===== config.mk =====
export PLATFORM = sky130hd
export DESIGN_NAME = blake2s_digest_collect
export DESIGN_NICKNAME = d
export VERILOG_FILES = /design/src/rtl/blake2s_digest_collect.sv
export SDC_FILE = /design/constraint.sdc
export NUM_CORES = 1
export LEC_CHECK = 0
export CAP_MARGIN = 0
export CORE_AREA = 4 4 376 230
export CTS_CLUSTER_SIZE = 24
export DETAILED_ROUTE_END_ITERATION = 6
export DIE_AREA = 0 0 380 234
export GPL_ROUTABILITY_DRIVEN = 0
export GPL_TIMING_DRIVEN = 0
export PLACE_DENSITY_LB_ADDON = 0.15
export SLEW_MARGIN = 20
export SYNTH_ARGS = -nofsm -noshare
export SYNTH_HDL_FRONTEND = slang
export SYNTH_SLANG_ARGS = --single-unit
export TNS_END_PERCENT = 1

===== constraint.sdc =====
create_clock -name clk -period 3.8 [get_ports clk]
set_clock_uncertainty 0.05 [all_clocks]
set_input_delay 0.76 -clock clk [delete_from_list [all_inputs] [get_ports clk]]
set_output_delay 0.76 -clock clk [all_outputs]
set_load 0.01 [all_outputs]

===== src/rtl/blake2s_digest_collect.sv =====
// BLAKE2s digest collector: captures the byte-serial digest that follows the
// core's finished flag and packs it little-endian into a 256-bit word.
// It optionally compares the digest against an expected value and holds the
// result under a valid/ready handshake until the consumer takes it.
module blake2s_digest_collect #(
  parameter int NN_MAX = 32,
  parameter int CNT_W  = 6
) (
  input  logic                  clk,
  input  logic                  nreset,
  input  logic [7:0]            nn_i,
  input  logic                  finished_i,
  input  logic [7:0]            h_i,
  input  logic                  cmp_en_i,
  input  logic [8*NN_MAX-1:0]   expected_i,
  input  logic                  digest_ready_i,
  output logic                  digest_v_o,
  output logic [8*NN_MAX-1:0]   digest_o,
  output logic [CNT_W-1:0]      digest_len_o,
  output logic                  match_o,
  output logic                  busy_o,
  output logic                  len_err_o,
  output logic                  overrun_o
);

  localparam logic [7:0]       NN_MAX_B = 8'(NN_MAX);
  localparam logic [CNT_W-1:0] NN_MAX_C = CNT_W'(NN_MAX);
  localparam logic [CNT_W-1:0] ONE_C    = CNT_W'(1);

  typedef enum logic [1:0] {S_IDLE, S_COLLECT, S_HOLD} state_t;

  state_t             state;
  logic               finished_q;
  logic [CNT_W-1:0]   cnt;
  logic               cmp_q;

  logic               start;
  logic               xfer;
  logic               accept;
  logic               drop;
  logic               len_bad;
  logic [CNT_W-1:0]   nn_eff;

  // Write path shared by the start cycle and the collect cycles
  logic               wr_en;
  logic [CNT_W-1:0]   wr_idx;
  logic [8*NN_MAX-1:0] wr_base;
  logic [CNT_W-1:0]   cap_len;
  logic               cap_cmp;
  logic [8*NN_MAX-1:0] digest_nxt;
  logic [8*NN_MAX-1:0] cmp_mask;
  logic               last;
  logic               match_nxt;

  // A held-high flag is one start; only the rising edge counts.
  assign start   = finished_i & ~finished_q;
  assign xfer    = (state == S_HOLD) & digest_ready_i;
  // A start is taken when idle, or when the held result leaves this same cycle.
  assign accept  = start & ((state == S_IDLE) | xfer);
  assign drop    = start & ~accept;
  assign len_bad = (nn_i == 8'd0) | (nn_i > NN_MAX_B);
  assign nn_eff  = len_bad ? NN_MAX_C : CNT_W'(nn_i);

  assign digest_v_o = (state == S_HOLD);
  assign busy_o     = (state != S_IDLE);

  // Next digest value and the compare against it, so match is ready on HOLD entry
  always_comb begin
    wr_en    = 1'b0;
    wr_idx   = cnt;
    wr_base  = digest_o;
    cap_len  = digest_len_o;
    cap_cmp  = cmp_q;
    cmp_mask = '0;
    if (accept) begin
      wr_en   = 1'b1;
      wr_idx  = '0;
      wr_base = '0;
      cap_len = nn_eff;
      cap_cmp = cmp_en_i;
    end else if (state == S_COLLECT) begin
      wr_en = 1'b1;
    end
    digest_nxt = wr_base;
    for (int k = 0; k < NN_MAX; k++) begin
      if (wr_en && (wr_idx == CNT_W'(k)))
        digest_nxt[8*k +: 8] = h_i;
      if (CNT_W'(k) < cap_len)
        cmp_mask[8*k +: 8] = 8'hFF;
    end
    last      = (wr_idx == (cap_len - ONE_C));
    match_nxt = cap_cmp & ~|((digest_nxt ^ expected_i) & cmp_mask);
  end

  // Capture FSM with registered result outputs and status pulses
  always_ff @(posedge clk or negedge nreset) begin
    if (!nreset) begin
      state        <= S_IDLE;
      finished_q   <= 1'b0;
      cnt          <= '0;
      cmp_q        <= 1'b0;
      digest_o     <= '0;
      digest_len_o <= '0;
      match_o      <= 1'b0;
      len_err_o    <= 1'b0;
      overrun_o    <= 1'b0;
    end else begin
      finished_q <= finished_i;
      len_err_o  <= start & len_bad;
      overrun_o  <= drop;
      if (wr_en)
        digest_o <= digest_nxt;
      if (accept) begin
        digest_len_o <= nn_eff;
        cmp_q        <= cmp_en_i;
        cnt          <= ONE_C;
        match_o      <= last ? match_nxt : 1'b0;
        state        <= last ? S_HOLD : S_COLLECT;
      end else begin
        case (state)
          S_COLLECT: begin
            cnt <= cnt + ONE_C;
            if (last) begin
              match_o <= match_nxt;
              state   <= S_HOLD;
            end
          end
          S_HOLD: begin
            if (xfer)
              state <= S_IDLE;
          end
          default: state <= S_IDLE;
        endcase
      end
    end
  end

endmodule


-- Word level (Yosys, flattened, before mapping)
Index checks and enable logic that the tools add are counted.
- bitwise logic cells: 12
- reductions and logical operators: 42
- order comparisons: 33
- multiplexer cells: 82
- add/sub/neg operators: 2
- eq/ne operators: 36
- operator list (cell ; count):
    8-bit two-way mux ; 64
    256-bit AND ; 1
    256-bit two-way mux ; 1
    256-bit OR reduction ; 1
    256-bit XOR ; 1
    6-bit by 5-bit == test with 1-bit output, second input constant ; 16
    5-bit by 6-bit less-than comparator with 1-bit output, first input constant ; 16
    6-bit by 4-bit == test with 1-bit output, second input constant ; 8
    4-bit by 6-bit less-than comparator with 1-bit output, first input constant ; 8
    1-bit logical AND ; 32
    6-bit two-way mux ; 5
    6-bit by 3-bit == test with 1-bit output, second input constant ; 4
    3-bit by 6-bit less-than comparator with 1-bit output, first input constant ; 4
    6-bit by 2-bit == test with 1-bit output, second input constant ; 2
    1-bit by 6-bit less-than comparator with 1-bit output, first input constant ; 2
    2-bit by 6-bit less-than comparator with 1-bit output, first input constant ; 2
    8-bit by 6-bit greater-than comparator with 1-bit output, second input constant ; 1
    8-bit zero test ; 1
    2-bit two-way mux ; 4
    1-bit two-way mux ; 7
    6-bit by 1-bit adder with 6-bit output, second input constant ; 1
    1-bit AND ; 6
    6-bit by 1-bit == test with 1-bit output, second input constant ; 1
    6-bit == test ; 1
    13 further kinds ; 18
- bits of input ports: 277
- register bits: 275
- logic and storage cells: 216
- output and inout port bits: 267

-- Depth between registers and ports, before layout
- word-level depth: 16
- gate-level depth with buffers: 17
- gate-level depth less buffers: 14

-- Worst setup path before layout
OpenSTA, ideal clock, no wires.
- path type: input to register
- from: input port digest_ready_i
- to: register match_o
- data arrival time: 3.277 ns
- buffers on the path: 3
- slack: 0.397 ns
- required time: 3.674 ns
- stages on the path: 16
- setup time: 0.076 ns
- cells stage by stage: nor2b_1 buf_2 nor3_2 buf_2 buf_6 nand3_1 and2_1 ha_1 or3_1 nand3_1 nor3b_1 o311a_1 nand3_1 a2111oi_2 o211ai_1 o21ai_1
- word-level cells in the longest chain between the ends: 15
- elaborated cells on any way between the ends: 182
- those cells by class: add/sub (1); order compare (32); eq/ne (32); mux (73); bitwise (6); reduce/logical (38)
- RTL lines (element ; RTL line ; RTL):
    start, declared ; 16 ; input logic digest_ready_i,
    1-bit AND (*) ; 57 ; assign xfer = (state == S_HOLD) & digest_ready_i;
    1-bit OR (*) ; 59 ; assign accept = start & ((state == S_IDLE) | xfer);
    1-bit AND (*) ; 59 ;
    branches (longest 12 deep; another with 1-bit by 6-bit less-than comparator with 1-bit output) ; n/a ;
    end signal, assigned ; 117 ; match_o <= last ? match_nxt : 1'b0;
    end signal, assigned ; 124 ; match_o <= match_nxt;
    end, declared ; 20 ; output logic match_o,
Every way passes the cells marked *. The select of a mux whose other input is x is not followed.
A chain may end at the register's enable or synchronous reset.

-- Final worst setup path
Ends and elaborated chain as after synthesis.

==> impl_results.md <==
* Status: complete, but fails checks
* Failing checks: setup timing
* Initial Util at 24.8%
* Utilization after layout at a little over a third
* Crit path launch type: primary input
* DP HPWL at 99200 µm
* Simple-gate share of the synthesized area at ~25%
* Compound-cell area share of the yosys netlist at a little over a fifth
* Crit path time final at 3.81 ns
* Worst hold-check path type: primary input to async pin
* H-tree Lvls at 2
* Warning count from the yosys run at 0
* Family with the most delay on the worst path: compound AO/OA/AOI/OAI gates
* Gr ovfl total at 0
* Cell Pwr Density at between 600 and 700 nW/µm²
* DRC at 0
* CTS tree: done
* DIE HEIGHT at 234 µm
* WP data arrival at between 4 and 5 ns
* Clk pwr share at 18.5%
* Worst path slowest cell: clkdlybuf4s50_1
* Largest family of logic cells by synthesized area: simple AND/OR/NAND/NOR gates
* Later-pin clock latency in the skew report at 0.58 ns
* Worst path bufs/invs at 4
* Placed Area at roughly 28000 µm²
* Setup ws final at -0.0101 ns
* Setup violations, final at 1
* P_leak at 11.1 nW
* Data required time of the worst path at around 4.3 ns
* Netlist cell types at 79
* Register area share after synthesis at 33.4%
* Int Power at 0.0106 W
* Fin crit share at 100%
* Slowest stage delay, CP at between 0.4 and 0.5 ns
* Worst rel slew slack at between 10% and 20%
* Gr usage total at 28.5%
* Share of flip-flops with an asynchronous set or reset at 100%
* Commonest non-fill, non-tap cell in the layout: clkdlybuf4s50_1
* Measured slew at the worst slew-check pin at 1.22 ns
* Post-synth EDFFs at 0
* Syn-to-layout area delta at 43.1%
* Crit path cell chain: clkdlybuf4s50_1, nor2b_1, buf_6, nor3_4, buf_6, buf_12, o21ai_0, a222oi_1, nand3b_1, a32oi_4, nand4_1, nor4_2, o211ai_1, o21ai_1
* CTS sink count at around 280
* Vias in the first global route at roughly 22000
* Row count at about 80
* Die W at 380 µm
* DR vias/cell at around 5.5
* Register bit total from synthesis at 275
* Core box area at ~83000 µm²
* Setup TNS Final at -0.0101 ns
* Synth Net Count at 2846
* Total wire length at 133000 µm
* DR pass1 iterations at 6
* Antenna viol nets, final at 0
* Fin. Hold Viols at 0
* Reg power frac at 29.5%
* Largest net degree at the start of global routing at 87
* Sw frac at 44.8%
* Post-route cell area at around 29000 µm²
* RSZ-0062 raised after global routing: yes
* Fin. max-slew vios at 0
* Filler Cells Inserted at 8612
* NetSw at roughly 0.0086 W
* XOR/XNOR Fraction of Synth Area at between 10% and 20%
* Synth Flop Type: dfrtp_1
* Final hold slack at approximately 0.1 ns
* Routed wire length per instance at 31.1 µm
* Clock Tree Buf Depth at 3
* PortBufs at around 540
* Multiplexer area fraction after synthesis at 1.20%
* Worst-path fanout max at 10
* Worst-path clk slew at roughly 0.070 ns
* Die area at 88900 µm²
* Max Cap Viol at 0
* Crit. End Element: register
* Iter 0 DRT Violations at between 2000 and 3000
* Global-route wire length before repair at about 180000 µm
* Fraction of layout cells with a size suffix above 1 at a little under a tenth
* Post-synthesis cell area at between 20000 and 25000 µm²
* VDD IR-drop max at 0.300 mV
* Cells after Synth at around 2600
* Io pins at ~540
* Gate power share at a little over half
* CTS buffer count at 34
* Mean Syn Cell Area at approximately 8 µm²
* Most frequent CP cell: buf_6
* Root Buffer: clkbuf_16
* Initial antenna violation count at 26
* Most frequent cells in the layout: clkdlybuf4s50_1 (535), nand2_1 (447), dfrtp_1 (275)
* Fmax at around 260 MHz
* CP Class: primary input to register
* Nets at 3438
* Synthesized-area fraction occupied by adder cells at less than 1%
* Vias at between 20000 and 25000
flip-flops by register name (all words and copies together) (netlist names):
signal	count
cmp_q	1
match_o	1
len_err_o	1
cnt	6
state	2
finished_q	1
overrun_o	1
digest_len_o	6
digest_o	256
Yosys cell counts, types with 49 or more instances:
cell        n  share of area, %
nand2_1   447               8.2
dfrtp_1   275                33
o21ai_0   267               6.5
nor2_1    190               3.5
xor2_1    186               7.9
xnor2_1   143               6.1
clkbuf_1   92               1.7
o22ai_1    83               2.5
a31oi_1    63               1.9
nor4_1     59               1.8
nor4bb_1   58               2.8
a21oi_1    55               1.3
nand3b_1   52               1.9
nand3_1    49               1.2
routing by layer:
layer  share of wire (%)  global-route usage, %  up-vias
li1                    -                      -    10500
met1                  43                   38.1    11500
met2                  42                   41.8     1272
met3                  12                   13.1      180
met4                 2.5                   6.77       24
met5                0.15                  0.423        -
per-stage QoR:
stage | cells | setup slack (ns) | power (W)
floorplan | 2564 | 0.397 | 0.00988
global placement | 4193 | -11.72 | 0.0152
detailed placement | 4205 | -1.41 | 0.0152
CTS | 4266 | 0.00324 | 0.0190
global route | 4272 | -0.0256 | 0.0203
finish | 4280 | -0.0101 | 0.0192
power by group through the flow:
stage | clock [W] | sequential (W) | combinational [W]
after floorplan | 0 | 0.00563 | 0.00425
after global placement | 0 | 0.00569 | 0.00947
after detailed placement | 0 | 0.00567 | 0.00956
after CTS | 0.00360 | 0.00564 | 0.00973
after global routing | 0.00372 | 0.00583 | 0.0107
final | 0.00357 | 0.00567 | 0.0100
path summary, 6_finish.rpt:
kind | startpoint | endpoint | slack [ns] | depth (start not counted)
max | digest_ready_i | match_o | -0.01 | 14
min in group clk | cmp_q | cmp_q | 0.43 | 2
max reg2reg | state[1] | match_o | 0.10 | 14
max in group asynchronous | nreset | digest_o[87] | 2.64 | 2
min reg2reg | cmp_q | cmp_q | 0.43 | 2
min | nreset | digest_o[164] | 0.10 | 1
layout make-up:
type / instances / area, µm² / area share (%)
antenna: 10 / 25.0 / 0.0850
buffer: 163 / 988 / 3.36
tap: 1092 / 1370 / 4.64
clock inverter: 8 / 124 / 0.421
inverter: 45 / 176 / 0.599
clock buffer: 50 / 1020 / 3.47
timing repair buffer: 558 / 5760 / 19.5
multi-input combinational: 2079 / 13100 / 44.5
sequential: 275 / 6880 / 23.4
kinds of logic (layout without fill, tap and decap cells):
group | count (synthesis) | in the layout
flip-flops | 275 | 275
adder cells (fa/ha/maj) | 5 | 5
other | 0 | 10
AO/OA/AOI/OAI | 695 | 695
AND/OR/NAND/NOR | 1024 | 1024
multiplexers | 24 | 24
buffers and inverters | 210 | 824
XOR/XNOR | 331 | 331
repair_timing:
action,4_1_cts,5_1_grt
gates resized for setup,81,75
hold buffers,0,0
pin swaps,3,12
gates cloned,1,1
buffers inserted,4,3
setup endpoints to repair,236,11
(Power assumes the default switching activity.)
